`src/rtl/rom_loader_pkg.sv`:
```
// Shared definitions for the cartridge ROM loader: FSM states and default
// selector/fill constants.
package rom_loader_pkg;

    typedef enum logic [2:0] {
        ST_IDLE,
        ST_LOAD,
        ST_FILL,
        ST_MASK,
        ST_DONE
    } state_t;

    localparam logic [7:0] DEFAULT_CART_INDEX = 8'h01;
    localparam logic [7:0] DEFAULT_FILL_VALUE = 8'hFF;

endpackage

```
`src/rtl/rom_loader_pow2_mask.sv`:
```
// Mirroring mask for a loaded image: (next power of two >= size) - 1,
// with sizes 0 and 1 both giving an all-zero mask.
module pow2_mask #(
    parameter int AW = 15
) (
    input  logic [AW:0]   size,
    output logic [AW-1:0] mask
);

    logic [AW-1:0] smear;

    always_comb begin
        // size == 2**AW has zero low bits, so size-1 wraps to all ones as required
        smear = size[AW-1:0] - AW'(1);
        for (int unsigned s = 1; s < AW; s = s * 2) begin
            smear = smear | (smear >> s);
        end
        if (size <= (AW+1)'(1)) begin
            mask = '0;
        end else begin
            mask = smear;
        end
    end

endmodule

```
`src/rtl/rom_loader.sv`:
```
// Streams a host download into cartridge RAM, pads the rest of the window
// with a fill byte and computes the mirroring mask for the loaded size.
module rom_loader
    import rom_loader_pkg::*;
#(
    parameter int            AW         = 15,
    parameter int            DW         = 8,
    parameter logic [7:0]    CART_INDEX = DEFAULT_CART_INDEX,
    parameter logic [DW-1:0] FILL_VALUE = DW'(DEFAULT_FILL_VALUE)
) (
    input  logic          clock,
    input  logic          reset,
    input  logic          ioctl_download,
    input  logic [7:0]    ioctl_index,
    input  logic          ioctl_wr,
    input  logic [24:0]   ioctl_addr,
    input  logic [DW-1:0] ioctl_dout,
    output logic          ioctl_wait,
    output logic          ram_wren,
    output logic [AW-1:0] ram_addr,
    output logic [DW-1:0] ram_data,
    output logic [AW:0]   rom_size,
    output logic [AW-1:0] rom_mask,
    output logic          busy,
    output logic          done,
    output logic          overflow
);

    localparam logic [AW:0] CAP  = {1'b1, {AW{1'b0}}};
    localparam logic [AW:0] LAST = {1'b0, {AW{1'b1}}};

    state_t        state, state_next;
    logic          dl_q;
    logic          rise, fall, start;
    logic          in_range;
    logic [AW:0]   size_cand, size_next;
    logic [AW:0]   fill_addr;
    logic [AW-1:0] mask_calc;

    pow2_mask #(.AW(AW)) u_mask (
        .size (rom_size),
        .mask (mask_calc)
    );

    always_comb begin
        rise      = ioctl_download & ~dl_q;
        fall      = ~ioctl_download & dl_q;
        start     = rise && (ioctl_index == CART_INDEX);
        in_range  = ~|ioctl_addr[24:AW];
        size_cand = in_range ? ({1'b0, ioctl_addr[AW-1:0]} + (AW+1)'(1)) : CAP;
        size_next = rom_size;
        if (state == ST_LOAD && ioctl_wr && size_cand > rom_size) begin
            size_next = size_cand;
        end
    end

    always_ff @(posedge clock or posedge reset) begin
        if (reset) begin
            state <= ST_IDLE;
        end else begin
            state <= state_next;
        end
    end

    always_comb begin
        state_next = state;
        busy       = 1'b0;
        done       = 1'b0;
        ioctl_wait = 1'b0;
        case (state)
            ST_IDLE, ST_DONE: begin
                done = (state == ST_DONE);
                if (start) state_next = ST_LOAD;
            end
            ST_LOAD: begin
                busy = 1'b1;
                // a full window leaves nothing to pad, so the fill pass is skipped
                if (fall) state_next = (size_next == CAP) ? ST_MASK : ST_FILL;
            end
            ST_FILL: begin
                busy       = 1'b1;
                ioctl_wait = 1'b1;
                if (fill_addr == LAST) state_next = ST_MASK;
            end
            ST_MASK: begin
                busy       = 1'b1;
                ioctl_wait = 1'b1;
                state_next = ST_DONE;
            end
            default: state_next = ST_IDLE;
        endcase
    end

    always_ff @(posedge clock or posedge reset) begin
        if (reset) begin
            dl_q      <= 1'b0;
            rom_size  <= '0;
            rom_mask  <= '1;
            overflow  <= 1'b0;
            ram_wren  <= 1'b0;
            ram_addr  <= '0;
            ram_data  <= '0;
            fill_addr <= '0;
        end else begin
            dl_q     <= ioctl_download;
            ram_wren <= 1'b0;
            case (state)
                ST_IDLE, ST_DONE: begin
                    if (start) begin
                        rom_size <= '0;
                        overflow <= 1'b0;
                    end
                end
                ST_LOAD: begin
                    rom_size  <= size_next;
                    fill_addr <= size_next;
                    if (ioctl_wr) begin
                        if (in_range) begin
                            ram_wren <= 1'b1;
                            ram_addr <= ioctl_addr[AW-1:0];
                            ram_data <= ioctl_dout;
                        end else begin
                            overflow <= 1'b1;
                        end
                    end
                end
                ST_FILL: begin
                    ram_wren  <= 1'b1;
                    ram_addr  <= fill_addr[AW-1:0];
                    ram_data  <= FILL_VALUE;
                    fill_addr <= fill_addr + (AW+1)'(1);
                end
                ST_MASK: begin
                    rom_mask <= mask_calc;
                end
                default: ;
            endcase
        end
    end

endmodule

```
`config.mk`:
```
export PLATFORM = sky130hd
export DESIGN_NAME = rom_loader
export DESIGN_NICKNAME = d
export VERILOG_FILES = /design/src/rtl/rom_loader_pkg.sv /design/src/rtl/rom_loader_pow2_mask.sv /design/src/rtl/rom_loader.sv
export SDC_FILE = /design/constraint.sdc
export NUM_CORES = 1
export LEC_CHECK = 0
export CORE_MARGIN = 2
export CORE_UTILIZATION = 53
export CTS_BUF_LIST = sky130_fd_sc_hd__clkbuf_2
export CTS_CLUSTER_DIAMETER = 200
export DETAILED_ROUTE_END_ITERATION = 16
export PLACE_DENSITY_LB_ADDON = 0.3
export SETUP_SLACK_MARGIN = 0.5
export SLEW_MARGIN = 10
export SYNTH_ARGS = -nofsm -noshare
export SYNTH_HDL_FRONTEND = slang
export SYNTH_SLANG_ARGS = --single-unit
```
`constraint.sdc`:
```
create_clock -name clock -period 3.45 [get_ports clock]
set_input_delay 0.69 -clock clock [delete_from_list [all_inputs] [get_ports clock]]
set_output_delay 0.69 -clock clock [all_outputs]
set_load 0.005 [all_outputs]
```
==> results_dict.tcl <==
set metrics [dict create \
    die_w_um 99.9 \
    slowest_delay_ns 0.34 \
    wirelength_mm 19.2 \
    layout_min_cycle_time_ns 3.34 \
    num_antenna_cells 0 \
    sw_frac_of_total 0.402 \
    synth_seq_cells 76 \
    syn_inst 585 \
    holdWs_ns 0.429 \
    yosysWarnings 0 \
    cpMaxStageDelayCell "nor4_4" \
    row_count 34 \
    route.vias.total 5724 \
    power.density_nw_per_um2 507 \
    slew_violations 0 \
    hold_buffers 0 \
    port_buffers 103 \
    timing.final.crit_share 0.967 \
    hold_violations 0 \
    layout.cells.non_filler 867 \
    p_clk_frac 0.133 \
    drt_iter0_drc 562 \
    grt_antenna_before_repair 0 \
    syn2layout_area_growth_pct 53.2 \
    coreArea_um2 8810 \
    finalSetupViolCount 0 \
    relSlewSlack 0.222 \
    via_per_inst 6.60 \
    grt_pass1_wl_mm 27.3 \
    grtUsageTotal 0.346 \
    combPwrFrac 0.512 \
    post-route-util 0.848 \
    critPathKind "primary input to flop" \
    end_kind "flop" \
    dp.cells 824 \
    cp_cell_sequence "buf_8, ha_4, nand4_1, buf_6, buf_6, nor2_4, nand2_2, xor2_2, nor2_4, ha_4, nand4_1, buf_4, nor4_4, a21boi_2, or3_4, and2_4, buf_6, nor2_4, clkbuf_16, a22o_1" \
    yosys.area.top_type "dfrtp_1" \
    htree_levels 3 \
    dieArea_um2 9980 \
    synthFlopType "dfrtp_1" \
    cts_tree "done" \
    drtAntennaViolNets 0 \
    yosysMostFrequentCell "nor2_1" \
    grt_pass1_vias 5469 \
    hold_path.class "primary input to asynchronous set/reset pin" \
    ys_top_cells_by_count "nor2_1 (99), dfrtp_1 (61), a21oi_1 (58), nand2_1 (39), clkbuf_1 (32)" \
    avgSynthCellArea_um2 8.33 \
    p_leak_nw 3.15 \
    dp_hpwl_mm 12.2 \
    p_seq_frac 0.355 \
    outcome "finished, final reports clean" \
    synth.distinct_cells 61 \
    fmax_mhz 300 \
    worstMarginPinSlew_ns 1.16 \
    synth_area_leaders "dfrtp_1 (31%), dfstp_2 (8.1%), nor2_1 (7.6%), a21oi_1 (6.0%), ha_1 (5.1%)" \
    clock-root-buffer "clkbuf_2" \
    crit_fanout 7 \
    intPower_mw 2.26 \
    cts_sinks 76 \
    clock_latency_ns 0.54 \
    max_cap_violations 0 \
    grt_max_degree 32 \
    wl_per_cell_um 22.2 \
    firstDrtPassIters 8 \
    grt_setup_unrepaired "true" \
    worst_setup_path_start_kind "primary input" \
    arrival_ns 3.78 \
    synth_enable_flop_cells 0 \
    num_io_pins 104 \
    nets 819 \
    drive_gt1_frac 0.320 \
    grt-ovfl-total 0 \
    die_h_um 99.9 \
    syn_nets 650 \
    cts_max_path_buffers 2 \
    ir_worst_vdd_uv 433 \
    netlist_area_um2 4870 \
    switching_power_mw 1.52 \
    path_clk_slew_ns 0.24 \
    synth.top_cell.area_share 0.313 \
    globalplace.congestion 0.993 \
    required_ns 3.89 \
    synthArstFlopShare 1.00 \
    initial_core_util 0.554 \
    synth-seq-area-share 0.394 \
    drcViolationCount 0 \
    fin_worst_skew_ns 0.0360 \
    final.fill_count 488 \
    cts_buffers 9 \
]
worst max-delay path, delay by kind of cell:
kind | cells | cell delay, ns
xor+xnor | 1 | 0.18
buf+inv | 6 | 0.81
fa+ha+maj | 2 | 0.40
compound gates | 2 | 0.46
simple gates | 9 | 1.22
final cells by class:
cell class | count | area (um2) | area share
clock inverter | 5 | 52.6 | 0.00704
multi-input combinational | 449 | 3410 | 0.457
tap | 108 | 135 | 0.0181
clock buffer | 11 | 55.1 | 0.00737
sequential | 76 | 1920 | 0.257
timing repair buffer | 195 | 1800 | 0.242
inverter | 23 | 86.3 | 0.0116
power by group through the flow:
stage	logic, mW	clock network [mW]	registers, mW
floorplan	0.813	0	1.34
global placement	1.56	0	1.34
detailed placement	1.61	0	1.35
CTS	1.73	0.504	1.34
global route	2.06	0.522	1.38
finish	1.94	0.502	1.34
cells in the final DEF (no fill, tap or decap), drive strengths merged, types with 5 or more instances in the layout:
cell / netlist / layout
a21o: 5 / 5
a21oi: 58 / 58
a22o: 15 / 15
a31oi: 8 / 8
and2: 5 / 5
and3: 9 / 9
buf: 5 / 103
clkbuf: 32 / 19
clkdlybuf4s50: 0 / 78
dfrtp: 61 / 61
dfstp: 15 / 15
ha: 20 / 20
inv: 23 / 24
nand2: 39 / 39
nand3: 16 / 16
nand4: 15 / 15
nor2: 99 / 99
nor2b: 8 / 8
nor3: 10 / 10
nor4: 12 / 12
o21ai: 31 / 31
o221ai: 8 / 8
o22ai: 14 / 14
or4: 5 / 5
xnor2: 17 / 17
flip-flops by register name, summed over array words and instances (netlist names):
name	flops
ram_wren	1
state	3
rom_size	16
ram_data	8
fill_addr	16
ram_addr	15
rom_mask	15
overflow	1
dl_q	1
stage by stage:
stage | setup slack, ns | power, mW | instance area (um2) | setup TNS (ns)
floorplan | -0.214 | 2.15 | 4990 | -4.17
global placement | -0.746 | 2.90 | 6470 | -19.35
detailed placement | -0.799 | 2.96 | 6470 | -21.96
CTS | 0.303 | 3.57 | 7030 | 0
global route | 0.0331 | 3.96 | 7470 | 0
finish | 0.114 | 3.79 | 7470 | 0
final timing paths:
kind                                     startpoint                        to  slack (ns)  depth (start not counted)
setup reg to reg           rom_size[11]$_DFFE_PP0P_   rom_size[6]$_DFFE_PP0P_        0.38                         12
min in group clock                   ioctl_addr[11]  ram_addr[11]$_DFFE_PP0P_        0.46                          3
hold reg to reg             rom_mask[7]$_DFFE_PP1P_   rom_mask[7]$_DFFE_PP1P_        0.47                          2
hold / removal                                reset      state[2]$_DFFE_PP0P_        0.43                          2
max in group asynchronous                     reset   ram_addr[5]$_DFFE_PP0P_        2.21                          3
setup / recovery                      ioctl_addr[1]   rom_size[6]$_DFFE_PP0P_        0.11                         20
metal layers:
layer  global-route usage  vias up  routed length [um]
met3               0.0508      124                1770
li1                     -     2484                   -
met1                0.430     2714                6850
met4                0.150        0                1200
met2                0.601      402                9410
met5                    0        -                   0
what timing repair did:
action / 4_1_cts / 5_1_grt
buffers inserted: 13 / 12
pin swaps: 40 / 46
setup endpoints to repair: 33 / 37
cloned: 1 / 1
endpoints found under the hold margin: 0 / 0
gates resized for setup: 127 / 95
logic make-up after synthesis:
| group | share of synthesized area |
|---|---|
| fa+ha+maj | 0.0513 |
| mux | 0.00411 |
| buf+inv | 0.0485 |
| xor+xnor | 0.0359 |
| compound gates | 0.234 |
| simple gates | 0.232 |
| flops | 0.394 |
(Power assumes the default switching activity.)
